<file path="config.mk">
export PLATFORM = sky130hd
export DESIGN_NAME = decode_issue_flat
export DESIGN_NICKNAME = d
export VERILOG_FILES = /design/src/rtl/decode_issue_if.sv /design/src/rtl/decode_issue.sv /design/src/flat_wrapper.sv
export SDC_FILE = /design/constraint.sdc
export NUM_CORES = 1
export LEC_CHECK = 0
export ABC_AREA = 1
export CAP_MARGIN = 5
export CORE_MARGIN = 2
export CORE_UTILIZATION = 44
export CTS_CLUSTER_SIZE = 12
export DETAILED_ROUTE_END_ITERATION = 16
export PLACE_DENSITY_LB_ADDON = 0.25
export SLEW_MARGIN = 20
export SYNTH_ARGS = -nofsm -noshare
export SYNTH_HDL_FRONTEND = slang
export SYNTH_SLANG_ARGS = --single-unit
</file>
<file path="constraint.sdc">
create_clock -name clk -period 2 [get_ports clk]
set_input_delay 0.4 -clock clk [delete_from_list [all_inputs] [get_ports clk]]
set_output_delay 0.4 -clock clk [all_outputs]
set_load 0.02 [all_outputs]
</file>
<file path="src/rtl/decode_issue_if.sv">
// Bus bundle between decode_issue and its neighbours. The neighbours are fetch,
// the register-file read ports, the execute issue slot and writeback.
// The slave modport is the decode stage. The master modport is the environment
// around it.
interface decode_issue_if #(
  parameter int DATA_W     = 32,
  parameter int REG_ADDR_W = 4,
  parameter int OPC_W      = 4,
  parameter int INSTR_W    = 16
);
  // fetch -> decode
  logic                  in_valid;
  logic [INSTR_W-1:0]    in_instr;
  logic                  in_ready;
  // register-file read ports
  logic [REG_ADDR_W-1:0] rs_addr;
  logic [REG_ADDR_W-1:0] rt_addr;
  logic [DATA_W-1:0]     rs_data;
  logic [DATA_W-1:0]     rt_data;
  // issue slot -> execute
  logic                  out_valid;
  logic                  out_ready;
  logic [OPC_W-1:0]      out_opc;
  logic [REG_ADDR_W-1:0] out_rd;
  logic                  out_wr;
  logic [DATA_W-1:0]     out_rs_val;
  logic [DATA_W-1:0]     out_rt_val;
  // writeback retire
  logic                  wb_valid;
  logic [REG_ADDR_W-1:0] wb_rd;

  modport slave (
    input  in_valid, in_instr, rs_data, rt_data, out_ready, wb_valid, wb_rd,
    output in_ready, rs_addr, rt_addr, out_valid, out_opc, out_rd, out_wr,
           out_rs_val, out_rt_val
  );

  modport master (
    output in_valid, in_instr, rs_data, rt_data, out_ready, wb_valid, wb_rd,
    input  in_ready, rs_addr, rt_addr, out_valid, out_opc, out_rd, out_wr,
           out_rs_val, out_rt_val
  );
endinterface

</file>
<file path="src/rtl/decode_issue.sv">
// Decode/issue stage. It decodes {opcode, rd, rs, rt} and drives the
// register-file read addresses. A per-register busy scoreboard blocks RAW and
// WAW hazards. Accepted ops are registered into a single valid/ready issue slot
// that feeds execute.
module decode_issue #(
  parameter int DATA_W     = 32,
  parameter int REG_ADDR_W = 4,
  parameter int OPC_W      = 4,
  parameter int INSTR_W    = 16,
  parameter int STALL_W    = 16
) (
  input  logic                         clk,
  input  logic                         reset,      // asynchronous, active low
  decode_issue_if.slave                bus,
  output logic [(1<<REG_ADDR_W)-1:0]   busy_o,
  output logic [STALL_W-1:0]           stall_cnt
);

  localparam int NREG = 1 << REG_ADDR_W;
  localparam logic [OPC_W-1:0]   OPC_NOP   = '1;
  localparam logic [STALL_W-1:0] STALL_ONE = {{(STALL_W-1){1'b0}}, 1'b1};

  // Decoded fields of the presented instruction.
  logic [OPC_W-1:0]      dec_opc;
  logic [REG_ADDR_W-1:0] dec_rd, dec_rs, dec_rt;
  logic                  dec_nop, dec_wr;

  // Stage state.
  logic [NREG-1:0]       busy_q, busy_d;
  logic [STALL_W-1:0]    stall_q, stall_d;
  logic                  valid_q, valid_d;
  logic [OPC_W-1:0]      opc_q, opc_d;
  logic [REG_ADDR_W-1:0] rd_q, rd_d;
  logic                  wr_q, wr_d;
  logic [DATA_W-1:0]     rs_val_q, rs_val_d;
  logic [DATA_W-1:0]     rt_val_q, rt_val_d;

  logic hazard, slot_free, issue;

  assign dec_opc = bus.in_instr[INSTR_W-1 -: OPC_W];
  assign dec_rd  = bus.in_instr[3*REG_ADDR_W-1 -: REG_ADDR_W];
  assign dec_rs  = bus.in_instr[2*REG_ADDR_W-1 -: REG_ADDR_W];
  assign dec_rt  = bus.in_instr[REG_ADDR_W-1:0];
  assign dec_nop = (dec_opc == OPC_NOP);
  // Lower half of the opcode space writes rd; upper half (except NOP) only reads.
  assign dec_wr  = !dec_nop && !dec_opc[OPC_W-1];

  // Register-file reads are straight off the instruction; data returns combinationally.
  assign bus.rs_addr = dec_rs;
  assign bus.rt_addr = dec_rt;

  // Hazard check uses the registered busy vector only. A retire in the same
  // cycle is not bypassed, so the stalled op issues one cycle later.
  assign hazard    = bus.in_valid && !dec_nop &&
                     (busy_q[dec_rs] || busy_q[dec_rt] || (dec_wr && busy_q[dec_rd]));
  assign slot_free = !valid_q || bus.out_ready;
  assign bus.in_ready = slot_free && !hazard;
  assign issue     = bus.in_valid && bus.in_ready;

  // Next-state for the scoreboard, stall counter and issue slot.
  always_comb begin
    // NOTE: every signal assigned here gets a default first, so no path leaves one unassigned and infers a latch.
    busy_d   = busy_q;
    stall_d  = stall_q;
    valid_d  = valid_q;
    opc_d    = opc_q;
    rd_d     = rd_q;
    wr_d     = wr_q;
    rs_val_d = rs_val_q;
    rt_val_d = rt_val_q;

    // Clear before set: an issuing op is younger than the retiring write, so set wins.
    if (bus.wb_valid) busy_d[bus.wb_rd] = 1'b0;
    if (issue && dec_wr) busy_d[dec_rd] = 1'b1;

    if (hazard && (stall_q != '1)) stall_d = stall_q + STALL_ONE;

    if (issue) begin
      valid_d  = 1'b1;
      opc_d    = dec_opc;
      rd_d     = dec_rd;
      wr_d     = dec_wr;
      rs_val_d = bus.rs_data;
      rt_val_d = bus.rt_data;
    end else if (bus.out_ready) begin
      valid_d  = 1'b0;
    end
  end

  // State registers, cleared asynchronously.
  always_ff @(posedge clk or negedge reset) begin
    if (!reset) begin
      // NOTE: the slot payload is reset as well, so execute never sees X fields after reset.
      busy_q   <= '0;
      stall_q  <= '0;
      valid_q  <= 1'b0;
      opc_q    <= '0;
      rd_q     <= '0;
      wr_q     <= 1'b0;
      rs_val_q <= '0;
      rt_val_q <= '0;
    end else begin
      // NOTE: non-blocking assignments, so every register samples pre-edge values.
      busy_q   <= busy_d;
      stall_q  <= stall_d;
      valid_q  <= valid_d;
      opc_q    <= opc_d;
      rd_q     <= rd_d;
      wr_q     <= wr_d;
      rs_val_q <= rs_val_d;
      rt_val_q <= rt_val_d;
    end
  end

  assign bus.out_valid  = valid_q;
  assign bus.out_opc    = opc_q;
  assign bus.out_rd     = rd_q;
  assign bus.out_wr     = wr_q;
  assign bus.out_rs_val = rs_val_q;
  assign bus.out_rt_val = rt_val_q;
  assign busy_o         = busy_q;
  assign stall_cnt      = stall_q;

endmodule

</file>
<file path="src/flat_wrapper.sv">
// flat-port wrapper written by rule: the top's interface ports become plain ports
module decode_issue_flat 
#(
  parameter int DATA_W     = 32,
  parameter int REG_ADDR_W = 4,
  parameter int OPC_W      = 4,
  parameter int INSTR_W    = 16,
  parameter int STALL_W    = 16
)
  (clk, reset, busy_o, stall_cnt, bus_in_valid, bus_in_instr, bus_rs_data, bus_rt_data, bus_out_ready, bus_wb_valid, bus_wb_rd, bus_in_ready, bus_rs_addr, bus_rt_addr, bus_out_valid, bus_out_opc, bus_out_rd, bus_out_wr, bus_out_rs_val, bus_out_rt_val);
  decode_issue_if #(.DATA_W(DATA_W), .REG_ADDR_W(REG_ADDR_W), .OPC_W(OPC_W), .INSTR_W(INSTR_W)) bus_i ();
  input  logic clk;
  input  logic reset;
  output logic [(1<<REG_ADDR_W)-1:0] busy_o;
  output logic [STALL_W-1:0] stall_cnt;
  input wire logic [$bits(bus_i.in_valid)-1:0] bus_in_valid;
  input wire logic [$bits(bus_i.in_instr)-1:0] bus_in_instr;
  input wire logic [$bits(bus_i.rs_data)-1:0] bus_rs_data;
  input wire logic [$bits(bus_i.rt_data)-1:0] bus_rt_data;
  input wire logic [$bits(bus_i.out_ready)-1:0] bus_out_ready;
  input wire logic [$bits(bus_i.wb_valid)-1:0] bus_wb_valid;
  input wire logic [$bits(bus_i.wb_rd)-1:0] bus_wb_rd;
  output wire logic [$bits(bus_i.in_ready)-1:0] bus_in_ready;
  output wire logic [$bits(bus_i.rs_addr)-1:0] bus_rs_addr;
  output wire logic [$bits(bus_i.rt_addr)-1:0] bus_rt_addr;
  output wire logic [$bits(bus_i.out_valid)-1:0] bus_out_valid;
  output wire logic [$bits(bus_i.out_opc)-1:0] bus_out_opc;
  output wire logic [$bits(bus_i.out_rd)-1:0] bus_out_rd;
  output wire logic [$bits(bus_i.out_wr)-1:0] bus_out_wr;
  output wire logic [$bits(bus_i.out_rs_val)-1:0] bus_out_rs_val;
  output wire logic [$bits(bus_i.out_rt_val)-1:0] bus_out_rt_val;
  assign bus_i.in_valid = bus_in_valid;
  assign bus_i.in_instr = bus_in_instr;
  assign bus_i.rs_data = bus_rs_data;
  assign bus_i.rt_data = bus_rt_data;
  assign bus_i.out_ready = bus_out_ready;
  assign bus_i.wb_valid = bus_wb_valid;
  assign bus_i.wb_rd = bus_wb_rd;
  assign bus_in_ready = bus_i.in_ready;
  assign bus_rs_addr = bus_i.rs_addr;
  assign bus_rt_addr = bus_i.rt_addr;
  assign bus_out_valid = bus_i.out_valid;
  assign bus_out_opc = bus_i.out_opc;
  assign bus_out_rd = bus_i.out_rd;
  assign bus_out_wr = bus_i.out_wr;
  assign bus_out_rs_val = bus_i.out_rs_val;
  assign bus_out_rt_val = bus_i.out_rt_val;
  decode_issue #(.DATA_W(DATA_W), .REG_ADDR_W(REG_ADDR_W), .OPC_W(OPC_W), .INSTR_W(INSTR_W), .STALL_W(STALL_W)) u_core (.clk(clk), .reset(reset), .bus(bus_i), .busy_o(busy_o), .stall_cnt(stall_cnt));
endmodule
</file>
==> impl_results.md <==
- Sequential Power Share: 0.349
- H-Tree Depth: 3
- Fin. Hold Viols: 0
- Power Density: 962 nW/um2
- Final instance area: 9150 um2
- Io pins: 204
- Peak supply drop: 0.668 mV
- Terminus of the critical flop-to-flop path: u_core.bus.out_rt_val[31]
- Clock latency at the later pin of the worst-skew pair: 0.35 ns
- Internal power: 5.50 mW
- Hold Crit Class: input port to register
- Failing checks: negative setup slack
- Hold_sp: bus_in_instr[10]
- Area after DPL: 7700 um2
- R2R Setup Slk: -0.17 ns
- Max-slew violation count: 0
- Filler cells: 739
- Initial DRC Count: 441
- Vias: 5,785
- Rows: 39
- Worst reg2reg startpoint: u_core.busy_o[4]
- DR pass1 iterations: 5
- Drc violations: 0
- Fin nets: 1,028
- Sequential cell area: 2650 um2
- DRT antenna net count: 0
- Largest net degree at the start of global routing: 70
- Status: finished, violations left
- Worst Path Class, Setup: input port to primary output
- Die area: 12,700 um2
- Vias per inst: 5.33
- Mapped cell area: 5200 um2
- CP max FO: 4
- Slew @ Worst Pin: 0.787 ns
- Avg Cell Area, Syn: 7.82 um2
- Period minus WS final: 2.28 ns
- Clk pwr share: 0.200
- Diodes inserted: 0
- Clock net sink count: 106
- WP data arrival: 1.88 ns
- Synth warnings: 0
- CP Launch Type: input port
- Finish-stage setup viols: 84
- Vias in the first global route: 5,420
- #FFs+latches synth: 106
- Die height: 113 um
- Setup ws final: -0.280 ns
- Crit. End Element: primary output
- Switch Pwr: 3.30 mW
- Global-route wire length before repair: 26.2 mm
- Synth top area cells: dfrtp_1 (51%), nand2_1 (19%), nand3_1 (9.7%)
- RSZ-0062 raised after global routing: true
- Proportion of layout cells with a drive suffix above 1: 0.284
- Count of buffers from port buffering: 203
- DR WL/cell: 17.9 um
- Yosys top cell by area: dfrtp_1
- Area added between synthesis and finish: 75.8%
- Post-synth top area share: 0.510
- WHS Path Cells: 4
- Worst relative slew slack: 0.475
- MaxCap Viol Count: 0
- P_leak: 4.38 nW
- Core Area: 11,500 um2
- Die width: 113 um
- Crit path required time: 1.60 ns
- Switching share of power: 0.375
- Final wirelength: 19.4 mm
- Layout Skew: 0.0106 ns
- Reg clk slew, reported paths: 0.08 ns
- Comb power frac: 0.451
- Hold path endpoint: u_core.bus.out_rd[2]
- Area of the multi-input gates: 2690 um2
- GR Util All Layers: 0.257
- Netlist cell types: 27
- CTS tree: yes
- Starting density of the core: 0.454
- Total grt overflow: 0
- Tot Pwr: 8.80 mW
- CTS root buffer: clkbuf_16
- Final Cycle Share: 1.14
- FMAX: 439 MHz
- Initial antenna violation count: 0
- Sequential fraction of the synthesis area: 0.510
- Total CTS buffers: 9
- Reg2reg path depth: 15
- DP Wirelength: 11.8 mm
- GP Congestion: 0.961
- Clock Path Buffers: 2
- Syn nets: 755
- Instance count of the mapped netlist: 665
cells in the mapped netlist:
cell        n
a21boi_2    1
a21oi_1    12
a31oi_1     3
a41oi_1     1
buf_2      14
buf_4      11
buf_6       5
clkbuf_1    9
dfrtp_1   106
ha_1        1
inv_1      46
inv_2       3
nand2_1   269
nand3_1   101
nand3_2     1
nand3b_1    2
nand4_1     4
nand4_2     1
nor2_1     19
nor3_1      8
nor4_1      1
o211ai_1    1
o21ai_0    13
o21ai_1     7
o21bai_1   16
xnor2_1     5
xor2_1      5
flip-flops by register name (all words and copies together) (netlist names):
name / count
u_core.bus.out_rs_val: 32
u_core.bus.out_rt_val: 32
u_core.busy_o: 16
u_core.stall_cnt: 16
u_core.bus.out_opc: 4
u_core.bus.out_rd: 4
u_core.bus.out_valid: 1
u_core.bus.out_wr: 1
metal layers:
layer,global-route usage,vias up,wire (um)
met3,0.0520,51,1430
li1,-,2677,-
met2,0.422,266,9750
met4,0.0984,0,639
met1,0.336,2791,7620
met5,0,-,0
worst max-delay path, cell delays in order:
cell             delay (ns)
clkdlybuf4s50_1        0.50
inv_1                  0.13
nand3_1                0.09
nand3b_1               0.10
nand2_1                0.06
nor2_2                 0.13
nand2_2                0.12
a21boi_4               0.19
buf_6                  0.15
cell families after synthesis:
kind of cell	share of synthesized area
adder cells (fa/ha/maj)	0.00241
AND/OR/NAND/NOR	0.326
AO/OA/AOI/OAI	0.0628
flip-flops	0.510
buffers and inverters	0.0820
XOR/XNOR	0.0168
stage by stage:
| step | utilization | setup TNS [ns] | hold slack, ns | instances | setup WS [ns] |
|---|---|---|---|---|---|
| final | 0.797 | -9.06 | 0.493 | 1086 | -0.280 |
| after CTS | 0.717 | -3.77 | 0.484 | 1061 | -0.199 |
| after global placement | 0.671 | -73.62 | 0.326 | 1034 | -0.954 |
| after detailed placement | 0.671 | -84.64 | 0.323 | 1034 | -1.01 |
| after floorplan | - | 0 | 0.104 | 665 | 0.0109 |
| after global routing | 0.797 | -18.20 | 0.516 | 1086 | -0.351 |
cell usage in the layout, fill, tap and decap left out, types with 3 or more instances in the layout:
| cell | synthesis | layout |
|---|---|---|
| a21oi_1 | 12 | 12 |
| a31oi_1 | 3 | 3 |
| buf_12 | 0 | 10 |
| buf_4 | 11 | 62 |
| buf_6 | 5 | 13 |
| buf_8 | 0 | 4 |
| clkbuf_16 | 0 | 17 |
| clkdlybuf4s50_1 | 0 | 191 |
| dfrtp_1 | 106 | 106 |
| dlygate4sd2_1 | 0 | 4 |
| dlymetal6s2s_1 | 0 | 3 |
| inv_1 | 46 | 28 |
| inv_2 | 3 | 19 |
| nand2_1 | 269 | 159 |
| nand2_2 | 0 | 75 |
| nand2_4 | 0 | 35 |
| nand3_1 | 101 | 97 |
| nand3_2 | 1 | 3 |
| nand4_1 | 4 | 4 |
| nor2_1 | 19 | 16 |
| nor2_2 | 0 | 3 |
| nor3_1 | 8 | 8 |
| o21ai_0 | 13 | 4 |
| o21ai_1 | 7 | 9 |
| o21ai_2 | 0 | 7 |
| o21bai_1 | 16 | 14 |
| xnor2_1 | 5 | 5 |
| xor2_1 | 5 | 4 |
power by group through the flow:
stage | clock network [mW] | logic [mW] | registers [mW]
after floorplan | 0 | 0.933 | 3.51
after global placement | 0 | 3.20 | 2.95
after detailed placement | 0 | 3.27 | 2.95
after CTS | 1.76 | 3.41 | 2.93
after global routing | 1.87 | 4.21 | 3.12
final | 1.76 | 3.97 | 3.07
final cells by class:
class,count,share of cell area
Sequential cell,106,0.290
Timing Repair Buffer,301,0.344
Tap cell,143,0.0196
Clock buffer,11,0.0265
Inverter,49,0.0207
Clock inverter,5,0.00493
Multi-Input combinational cell,471,0.294
repair_timing:
item | 4_1_cts | 5_1_grt
endpoints found under the hold margin | 19 | 0
hold buffers | 1 | 0
cloned | 4 | 12
resized for setup | 53 | 193
buffers inserted | 6 | 14
pin swaps | 8 | 15
endpoints found under the setup margin | 110 | 107
how the worst max path moves through the flow:
stage                   startpoint                   to  slack (ns)  cells past startpoint
2_1_floorplan  u_core.stall_cnt[0]  u_core.stall_cnt[7]        0.01                     11
3_3_place_gp       bus_in_instr[0]         bus_in_ready       -0.95                     11
5_1_grt           u_core.busy_o[4]         bus_in_ready       -0.35                     10
4_1_cts           u_core.busy_o[3]         bus_in_ready       -0.20                     10
3_5_place_dp       bus_in_instr[0]         bus_in_ready       -1.01                     11
6_report           bus_in_instr[6]         bus_in_ready       -0.28                      9
(Power assumes the default switching activity.)
